===== config.mk =====
export PLATFORM = sky130hd
export DESIGN_NAME = uart_prog_loader
export DESIGN_NICKNAME = d
export VERILOG_FILES = /design/src/rtl/uart_prog_loader.sv
export SDC_FILE = /design/constraint.sdc
export NUM_CORES = 1
export LEC_CHECK = 0
export ABC_AREA = 1
export BUFFER_PORTS_ARGS = -buffer_cell sky130_fd_sc_hd__buf_4
export CAP_MARGIN = 20
export CORE_AREA = 5 5 108 110
export CTS_CLUSTER_SIZE = 28
export DETAILED_ROUTE_END_ITERATION = 16
export DIE_AREA = 0 0 113 115
export PLACE_DENSITY = 0.88
export SKIP_CTS_REPAIR_TIMING = 1
export SLEW_MARGIN = 5
export SYNTH_ARGS = -nofsm -noshare
export SYNTH_HDL_FRONTEND = slang
export SYNTH_SLANG_ARGS = --single-unit

===== constraint.sdc =====
create_clock -name clock -period 1.9 [get_ports clock]
set_clock_uncertainty 0.05 [all_clocks]
set_input_delay 0.38 -clock clock [delete_from_list [all_inputs] [get_ports clock]]
set_output_delay 0.38 -clock clock [all_outputs]
set_load 0.02 [all_outputs]

===== src/rtl/uart_prog_loader.sv =====
`default_nettype none
// ============================================================================
// uart_prog_loader : 8N1 UART receiver that packs little-endian 32-bit words
//                    and writes them through the upg_* programming port.
// Revision 1.0
// ============================================================================
module uart_prog_loader #(
  parameter int CLKS_PER_BIT = 104,
  parameter int WORDS_TOTAL  = 32768,
  parameter int TIMEOUT_CLKS = 1000000
) (
  input  logic        clock,
  input  logic        rst,
  input  logic        start,
  input  logic        rx,
  output logic [14:0] upg_adr,
  output logic [31:0] upg_dat,
  output logic        upg_wen,
  output logic        upg_done,
  output logic        busy,
  output logic        err
);

  localparam int CW = $clog2(CLKS_PER_BIT);
  localparam int TW = $clog2(TIMEOUT_CLKS + 1);
  localparam logic [CW-1:0] BIT_LAST  = CW'(CLKS_PER_BIT - 1);
  localparam logic [CW-1:0] HALF_LAST = CW'(CLKS_PER_BIT / 2 - 1);
  localparam logic [TW-1:0] TO_LAST   = TW'(TIMEOUT_CLKS - 1);
  localparam logic [14:0]   WORD_LAST = 15'(WORDS_TOTAL - 1);

  typedef enum logic [1:0] {S_IDLE, S_LOAD, S_DONE} ctrl_e;
  typedef enum logic [1:0] {R_IDLE, R_START, R_DATA, R_STOP} rx_e;

  ctrl_e          ctrl_q, ctrl_d;
  rx_e            rstate_q, rstate_d;
  logic           rx_meta_q, rx_sync_q, start_q;
  logic [CW-1:0]  clk_cnt_q, clk_cnt_d;
  logic [2:0]     bit_cnt_q, bit_cnt_d;
  logic [7:0]     shift_q, shift_d;
  logic [1:0]     byte_idx_q, byte_idx_d;
  logic [23:0]    asm_q, asm_d;
  logic [14:0]    word_idx_q, word_idx_d;
  logic           got_byte_q, got_byte_d;
  logic [TW-1:0]  to_cnt_q, to_cnt_d;
  logic [14:0]    adr_q, adr_d;
  logic [31:0]    dat_q, dat_d;
  logic           wen_q, wen_d;
  logic           err_q, err_d;

  logic           arm;
  logic           stop_smp;
  logic           byte_ok;
  logic           frame_bad;

  assign arm       = start & ~start_q;
  assign byte_ok   = stop_smp & rx_sync_q;
  assign frame_bad = stop_smp & ~rx_sync_q;

  always_ff @(posedge clock) begin
    if (rst) begin
      ctrl_q     <= S_IDLE;
      rstate_q   <= R_IDLE;
      rx_meta_q  <= 1'b1;
      rx_sync_q  <= 1'b1;
      start_q    <= 1'b0;
      clk_cnt_q  <= '0;
      bit_cnt_q  <= '0;
      shift_q    <= '0;
      byte_idx_q <= '0;
      asm_q      <= '0;
      word_idx_q <= '0;
      got_byte_q <= 1'b0;
      to_cnt_q   <= '0;
      adr_q      <= '0;
      dat_q      <= '0;
      wen_q      <= 1'b0;
      err_q      <= 1'b0;
    end else begin
      ctrl_q     <= ctrl_d;
      rstate_q   <= rstate_d;
      rx_meta_q  <= rx;
      rx_sync_q  <= rx_meta_q;
      start_q    <= start;
      clk_cnt_q  <= clk_cnt_d;
      bit_cnt_q  <= bit_cnt_d;
      shift_q    <= shift_d;
      byte_idx_q <= byte_idx_d;
      asm_q      <= asm_d;
      word_idx_q <= word_idx_d;
      got_byte_q <= got_byte_d;
      to_cnt_q   <= to_cnt_d;
      adr_q      <= adr_d;
      dat_q      <= dat_d;
      wen_q      <= wen_d;
      err_q      <= err_d;
    end
  end

  // Receiver: start bit re-checked at mid-bit, then one sample per bit period.
  always_comb begin
    rstate_d  = rstate_q;
    clk_cnt_d = clk_cnt_q;
    bit_cnt_d = bit_cnt_q;
    shift_d   = shift_q;
    stop_smp  = 1'b0;
    if (ctrl_q != S_LOAD) begin
      rstate_d  = R_IDLE;
      clk_cnt_d = '0;
      bit_cnt_d = '0;
    end else begin
      case (rstate_q)
        R_IDLE: begin
          clk_cnt_d = '0;
          bit_cnt_d = '0;
          if (!rx_sync_q) rstate_d = R_START;
        end
        R_START: begin
          if (clk_cnt_q == HALF_LAST) begin
            clk_cnt_d = '0;
            rstate_d  = rx_sync_q ? R_IDLE : R_DATA;
          end else begin
            clk_cnt_d = clk_cnt_q + 1'b1;
          end
        end
        R_DATA: begin
          if (clk_cnt_q == BIT_LAST) begin
            clk_cnt_d = '0;
            shift_d   = {rx_sync_q, shift_q[7:1]};
            bit_cnt_d = bit_cnt_q + 1'b1;
            if (bit_cnt_q == 3'd7) rstate_d = R_STOP;
          end else begin
            clk_cnt_d = clk_cnt_q + 1'b1;
          end
        end
        R_STOP: begin
          if (clk_cnt_q == BIT_LAST) begin
            clk_cnt_d = '0;
            stop_smp  = 1'b1;
            rstate_d  = R_IDLE;
          end else begin
            clk_cnt_d = clk_cnt_q + 1'b1;
          end
        end
        default: rstate_d = R_IDLE;
      endcase
    end
  end

  always_comb begin
    ctrl_d     = ctrl_q;
    byte_idx_d = byte_idx_q;
    asm_d      = asm_q;
    word_idx_d = word_idx_q;
    got_byte_d = got_byte_q;
    to_cnt_d   = to_cnt_q;
    adr_d      = adr_q;
    dat_d      = dat_q;
    wen_d      = 1'b0;
    err_d      = err_q;
    case (ctrl_q)
      S_IDLE, S_DONE: begin
        if (arm) begin
          ctrl_d     = S_LOAD;
          byte_idx_d = '0;
          word_idx_d = '0;
          got_byte_d = 1'b0;
          to_cnt_d   = '0;
          err_d      = 1'b0;
        end
      end
      S_LOAD: begin
        if (byte_ok) begin
          case (byte_idx_q)
            2'd0: asm_d[7:0]   = shift_q;
            2'd1: asm_d[15:8]  = shift_q;
            2'd2: asm_d[23:16] = shift_q;
            default: begin
              dat_d = {shift_q, asm_q};
              adr_d = word_idx_q;
              wen_d = 1'b1;
            end
          endcase
          byte_idx_d = byte_idx_q + 1'b1;
        end
        if (frame_bad) err_d = 1'b1;
        // Index advances the cycle after the strobe; last word ends the load.
        if (wen_q) begin
          word_idx_d = word_idx_q + 1'b1;
          if (word_idx_q == WORD_LAST) ctrl_d = S_DONE;
        end
        if (stop_smp) begin
          to_cnt_d   = '0;
          got_byte_d = 1'b1;
        end else if (got_byte_q && rstate_q == R_IDLE) begin
          if (to_cnt_q == TO_LAST) begin
            ctrl_d     = S_DONE;
            byte_idx_d = '0;
            if (byte_idx_q != 2'd0) err_d = 1'b1;
          end else begin
            to_cnt_d = to_cnt_q + 1'b1;
          end
        end
      end
      default: ctrl_d = S_IDLE;
    endcase
  end

  assign upg_adr  = adr_q;
  assign upg_dat  = dat_q;
  assign upg_wen  = wen_q;
  assign upg_done = (ctrl_q == S_DONE);
  assign busy     = (ctrl_q == S_LOAD);
  assign err      = err_q;

endmodule
`default_nettype wire


== Yosys cells after proc, flatten, opt, wreduce, memory -nomap -nowiden ==
Cells that the tools add are included.

* Reduce and logical (&&, ||, !) cells: 23
* Add/sub/neg operators: 5
* Muxes and demuxes: 46
* Bitwise logic cells: 9
* Equal/unequal tests: 23

{| class="wikitable"
|+ Operators with widths
! cell !! count
|-
| 20-bit 2-to-1 mux || 4
|-
| 20-bit one-hot mux with 2 select lines || 1
|-
| 2-bit 2-to-1 mux || 17
|-
| 15-bit 2-to-1 mux || 2
|-
| 15-bit one-hot mux with 2 select lines || 1
|-
| 7-bit one-hot mux with 3 select lines || 1
|-
| 3-bit AND reduction || 7
|-
| 20-bit by 1-bit adder with 20-bit output, second input constant || 1
|-
| 20-bit == test, second input constant || 1
|-
| 15-bit by 1-bit adder with 15-bit output, second input constant || 1
|-
| 15-bit == test, second input constant || 1
|-
| 7-bit 2-to-1 mux || 2
|-
| 2-bit inequality test, second input constant || 6
|-
| 1-bit 2-to-1 mux || 11
|-
| 2-bit == test, second input constant || 4
|-
| 2-bit one-hot mux with 2 select lines || 2
|-
| 2-bit one-hot mux with 4 select lines || 1
|-
| 7-bit by 1-bit adder with 7-bit output, second input constant || 1
|-
| 7-bit by 6-bit == test with 1-bit output, second input constant || 1
|-
| 7-bit == test, second input constant || 1
|-
| 2-bit by 1-bit == test with 1-bit output, second input constant || 3
|-
| 2-bit logical NOT || 3
|-
| 2-bit by 1-bit inequality test with 1-bit output, second input constant || 3
|-
| 1-bit NOT || 6
|-
| other kinds (16) || 25
|}

* Register bits: 136
* Word-level logic and storage cells: 125
* Input bits: 4
* Output and inout bits: 51

== Longest topological paths before layout ==
* Depth after elaboration: 11
* Depth in mapped cells: 13
* Depth with buffers taken out: 12

== Worst setup path after synthesis ==
Ideal clock, no wire load.

* Path kind: register -> register
* Start point: reg clk_cnt_q[0]
* End point: reg adr_q[10], in the netlist upg_adr[10]
* Stages on the path, launching flop included: 9
* Slack: 0.176 ns
* Arrival: 1.556 ns
* Library setup time: 0.118 ns
* Period minus slack after synthesis: 1.724 ns
* Path buffers: 2
* Required time: 1.732 ns
* Cells stage by stage: dfxtp_1 -> ha_1 -> nand3_2 -> nor2_4 -> nand4_4 -> buf_2 -> buf_2 -> nor3_1 -> nor2_1

* Cells in the longest elaborated chain, start to end: 6

{| class="wikitable"
|+ Ends and longest elaborated chain
! what !! line !! text
|-
| start: declaration || 37 || <nowiki>logic [CW-1:0] clk_cnt_q, clk_cnt_d;</nowiki>
|-
| start signal: assignment || 84 || <nowiki>clk_cnt_q <= clk_cnt_d;</nowiki>
|-
| 7-bit == test || 136 || <nowiki>if (clk_cnt_q == BIT_LAST) begin</nowiki>
|-
| 1-bit 2-to-1 mux || 136 ||
|-
| 1-bit 2-to-1 mux || 111 || <nowiki>case (rstate_q)</nowiki>
|-
| 1-bit 2-to-1 mux || 106 || <nowiki>if (ctrl_q != S_LOAD) begin</nowiki>
|-
| 1-bit AND || 56 || <nowiki>assign byte_ok = stop_smp & rx_sync_q;</nowiki>
|-
| 3-bit AND reduction (no source line) || n/a ||
|-
| end signal: assignment || 92 || <nowiki>adr_q <= adr_d;</nowiki>
|-
| end: declaration || 45 || <nowiki>logic [14:0] adr_q, adr_d;</nowiki>
|}

No other way between the ends.
A chain may end at the register's enable or synchronous reset.

== Worst setup path in the final report ==
* Start point: reg clk_cnt_q[4]
* End point: reg asm_q[14]

* Cells in the longest elaborated chain, start to end: 6

{| class="wikitable"
|+ Ends and longest elaborated chain
! what !! line !! text
|-
| 7-bit == test || 136 ||
|-
| 1-bit 2-to-1 mux || 136 ||
|-
| 1-bit 2-to-1 mux || 111 ||
|-
| 1-bit 2-to-1 mux || 106 ||
|-
| 1-bit AND || 56 ||
|-
| 3-bit AND reduction (no source line) || n/a ||
|-
| end signal: assignment || 88 || <nowiki>asm_q <= asm_d;</nowiki>
|-
| end: declaration || 41 || <nowiki>logic [23:0] asm_q, asm_d;</nowiki>
|}

No other way between the ends.

==> metrics.md <==
| Metric | Value |
|---|---|
| Num CTS Buffers | 17 |
| Share of flip-flops with an asynchronous set or reset | 0% |
| Clock Root Buffer | clkbuf_8 |
| Hold WC Path Type | input pin to flop |
| RSZ-0062 raised after global routing | true |
| Final Max Slew Viols | 0 |
| GRT met2 Usage | 38.9% |
| LEAKAGE | 3.02 nW |
| Die area | 13000 um2 |
| Final Hold Vio Count | 0 |
| Synthesized instance count | 816 |
| Die Span X | 113 um |
| Detail Route Antenna Nets | 0 |
| Max-cap viol count | 0 |
| Total track usage | 23.1% |
| Final WS setup | -0.0268 ns |
| Sequential share of the synthesized area | 45.1% |
| Antenna diodes | 0 |
| Hold Path Stages | 3 |
| Initial core utilization | 57.0% |
| Chip height | 115 um |
| Number of antenna violations at the first check in global routing | 0 |
| Rows | 38 |
| Critical Path Fanout Max | 10 |
| PD cells | 862 nW/um2 |
| Cell area after layout | 7440 um2 |
| CTS max path bufs | 2 |
| Largest net degree at the start of global routing | 82 |
| Fin crit share | 101% |
| Netlist cell types | 36 |
| Most Crowded Layer GR | met2 |
| Wire per inst | 14.9 um |
| H-tree levels | 4 |
| Fmax | 0.519 GHz |
| Crit end category | flop |
| Vias | 5874 |
| Layout area overhead | 23.1% |
| Outcome | finished with violations |
| Reg clk slew, reported paths | 0.06 ns |
| Area after DPL | 6660 um2 |
| Final setup violation count | 1 |
| Synth Flop Type | dfxtp_1 |
| Yosys reg bits | 136 |
| Post-route non-filler standard cell count | 1047 |
| Hpwl dp | 9.76 mm |
| Mean post-synth cell area | 7.40 um2 |
| DR iter-0 viols | 600 |
| Crit path kind | flop to flop |
| Worst EP arrival | 2.33 ns |
| Crit start category | flop |
| Clock Sinks | 136 |
| Total grt overflow | 0 |
| Netlist area before placement | 6040 um2 |
| Reg2Reg Depth | 9 |
| Hold_ws | 0.0316 ns |
| Syn nets | 829 |
| Ys Warns | 0 |
| Cells after DPL | 1001 |
| Worst Max-Slew Pin Slew | 0.325 ns |
| Failing checks | negative setup slack |
| Vias in the first global route | 5343 |
| Via density | 5.61 |
| Drt first pass iters | 6 |
| Clk_lat worst skew | 0.54 ns |
| Layout Nets | 907 |
| RePlAce Congestion | 0.945 |
| Layout cell share with drive strength beyond 1 | 18.2% |
| Period minus WS final | 1.93 ns |
| Met1 usage | 29.2% |
| DRC Markers | 0 |
| Number of I/O pins | 55 |
| IO Port Bufs | 54 |
| Routed Wire Length | 15.6 mm |
| Tot Pwr | 6.41 mW |
| VDD IR max | 0.705 mV |
| First-pass GRT wire length | 24.6 mm |
| Max_slew headroom | 78.2% |
| Filler Cell Count | 762 |
| Post-synth EDFFs | 0 |
| Setup Total Neg Slack | -0.0268 ns |
| Critical Path RT | 2.31 ns |
| Met3 GRT Util | 5.11% |
| CTS tree | built |
| Core box area | 10600 um2 |
cells by family (layout without fill, tap and decap cells):
kind of cell / Yosys count / count (layout) / share of synthesized area (%)
AO/OA/AOI/OAI: 195 / 195 / 16.5
XOR/XNOR: 6 / 6 / 0.870
adder cells (fa/ha/maj): 9 / 9 / 1.86
buffers and inverters: 117 / 207 / 8.29
flip-flops: 136 / 136 / 45.1
AND/OR/NAND/NOR: 353 / 354 / 27.4
synthesized netlist by cell type, types with 2 or more instances:
cell / instances / area share [%]
xor2_1: 5 / 0.73
dfxtp_1: 136 / 45
buf_2: 11 / 0.91
a21oi_1: 90 / 7.5
nand3_2: 5 / 0.83
buf_4: 6 / 0.75
nand2_4: 3 / 0.56
nor3_1: 37 / 3.1
nand3_1: 51 / 4.2
o21ai_0: 96 / 8.0
inv_1: 78 / 4.8
nand2_1: 118 / 7.3
a211oi_1: 2 / 0.25
buf_6: 3 / 0.56
o21bai_1: 2 / 0.25
or2_2: 4 / 0.41
nor2_1: 98 / 6.1
nand4_1: 21 / 2.2
nor2_4: 8 / 1.5
inv_2: 4 / 0.25
ha_1: 9 / 1.9
clkbuf_1: 14 / 0.87
nand2_2: 2 / 0.21
per-stage QoR:
| step | util [%] | worst slack [ns] |
|---|---|---|
| 6_report | 70.1 | -0.0268 |
| 5_1_grt | 70.1 | -0.103 |
| 4_1_cts | 68.4 | -0.124 |
| 3_5_place_dp | 62.8 | 0.00671 |
| 3_3_place_gp | 62.8 | 0.110 |
| 2_1_floorplan | - | 0.176 |
per-layer routing:
metal	part of all wire [%]	wire, um
met5	0	0
met4	1.7	272
met3	7.3	1150
met2	50	7780
met1	41	6440
cell usage in the layout, fill, tap and decap left out, types with 2 or more instances in the layout:
master / synthesis / routed
inv_8: 0 / 4
or2_2: 4 / 4
nand4_1: 21 / 21
nand3_1: 51 / 50
buf_12: 0 / 4
inv_1: 78 / 77
dfxtp_2: 0 / 2
clkbuf_16: 0 / 17
buf_4: 6 / 85
nor3_1: 37 / 36
clkinv_8: 0 / 2
a21oi_1: 90 / 90
ha_1: 9 / 8
o21bai_1: 2 / 2
nand2_4: 3 / 2
a211oi_1: 2 / 2
nand2_2: 2 / 4
dfxtp_1: 136 / 133
inv_2: 4 / 5
nand2_1: 118 / 116
nor2_2: 1 / 4
xor2_1: 5 / 5
o21ai_0: 96 / 95
nand3_2: 5 / 6
nor2_1: 98 / 96
nor2_4: 8 / 8
inv_6: 0 / 6
o21ai_1: 1 / 2
worst max-delay path: stages, from the launching register on:
cell,delay [ns]
dfxtp_1,0.32
inv_1,0.11
nand3_1,0.14
nor2_4,0.21
nand4_4,0.20
buf_12,0.21
nor2_4,0.18
buf_4,0.16
o21ai_0,0.09
a21oi_1,0.17
final timing paths:
check	slack (ns)	from	end
setup / recovery	-0.03	clk_cnt_q[4]$_SDFF_PP0_	asm_q[14]$_SDFFE_PP0P_
hold / removal	0.03	start	start_q$_SDFF_PP0_
setup reg to reg	-0.03	clk_cnt_q[4]$_SDFF_PP0_	asm_q[14]$_SDFFE_PP0P_
hold reg to reg	0.37	rx_meta_q$_SDFF_PP1_	rx_sync_q$_SDFF_PP1_
flip-flops by register name, indices dropped and copies added (netlist names), named ones only:
signal	flops
rstate_q	1
rx_meta_q	1
upg_dat	32
bit_cnt_q	3
asm_q	24
start_q	1
ctrl_q	2
got_byte_q	1
clk_cnt_q	7
to_cnt_q	20
upg_wen	1
shift_q	8
upg_adr	15
byte_idx_q	2
err	1
rx_sync_q	1
word_idx_q	15
final cells by class:
cell class	count	area (um2)	share of cell area [%]
Clock buffer	17	414	5.57
Multi-Input combinational cell	564	2860	38.5
Tap cell	140	175	2.36
Clock inverter	15	176	2.37
Inverter	83	314	4.22
Sequential cell	136	2730	36.7
Timing Repair Buffer	92	764	10.3
power by group:
part,internal [mW],switching [mW],total [mW]
Clock,1.82,1.45,3.27
Sequential,2.87,0.0185,2.89
Combinational,0.0809,0.171,0.251
Total,4.77,1.64,6.41
Note: power is estimated with default switching activity, not from simulation.
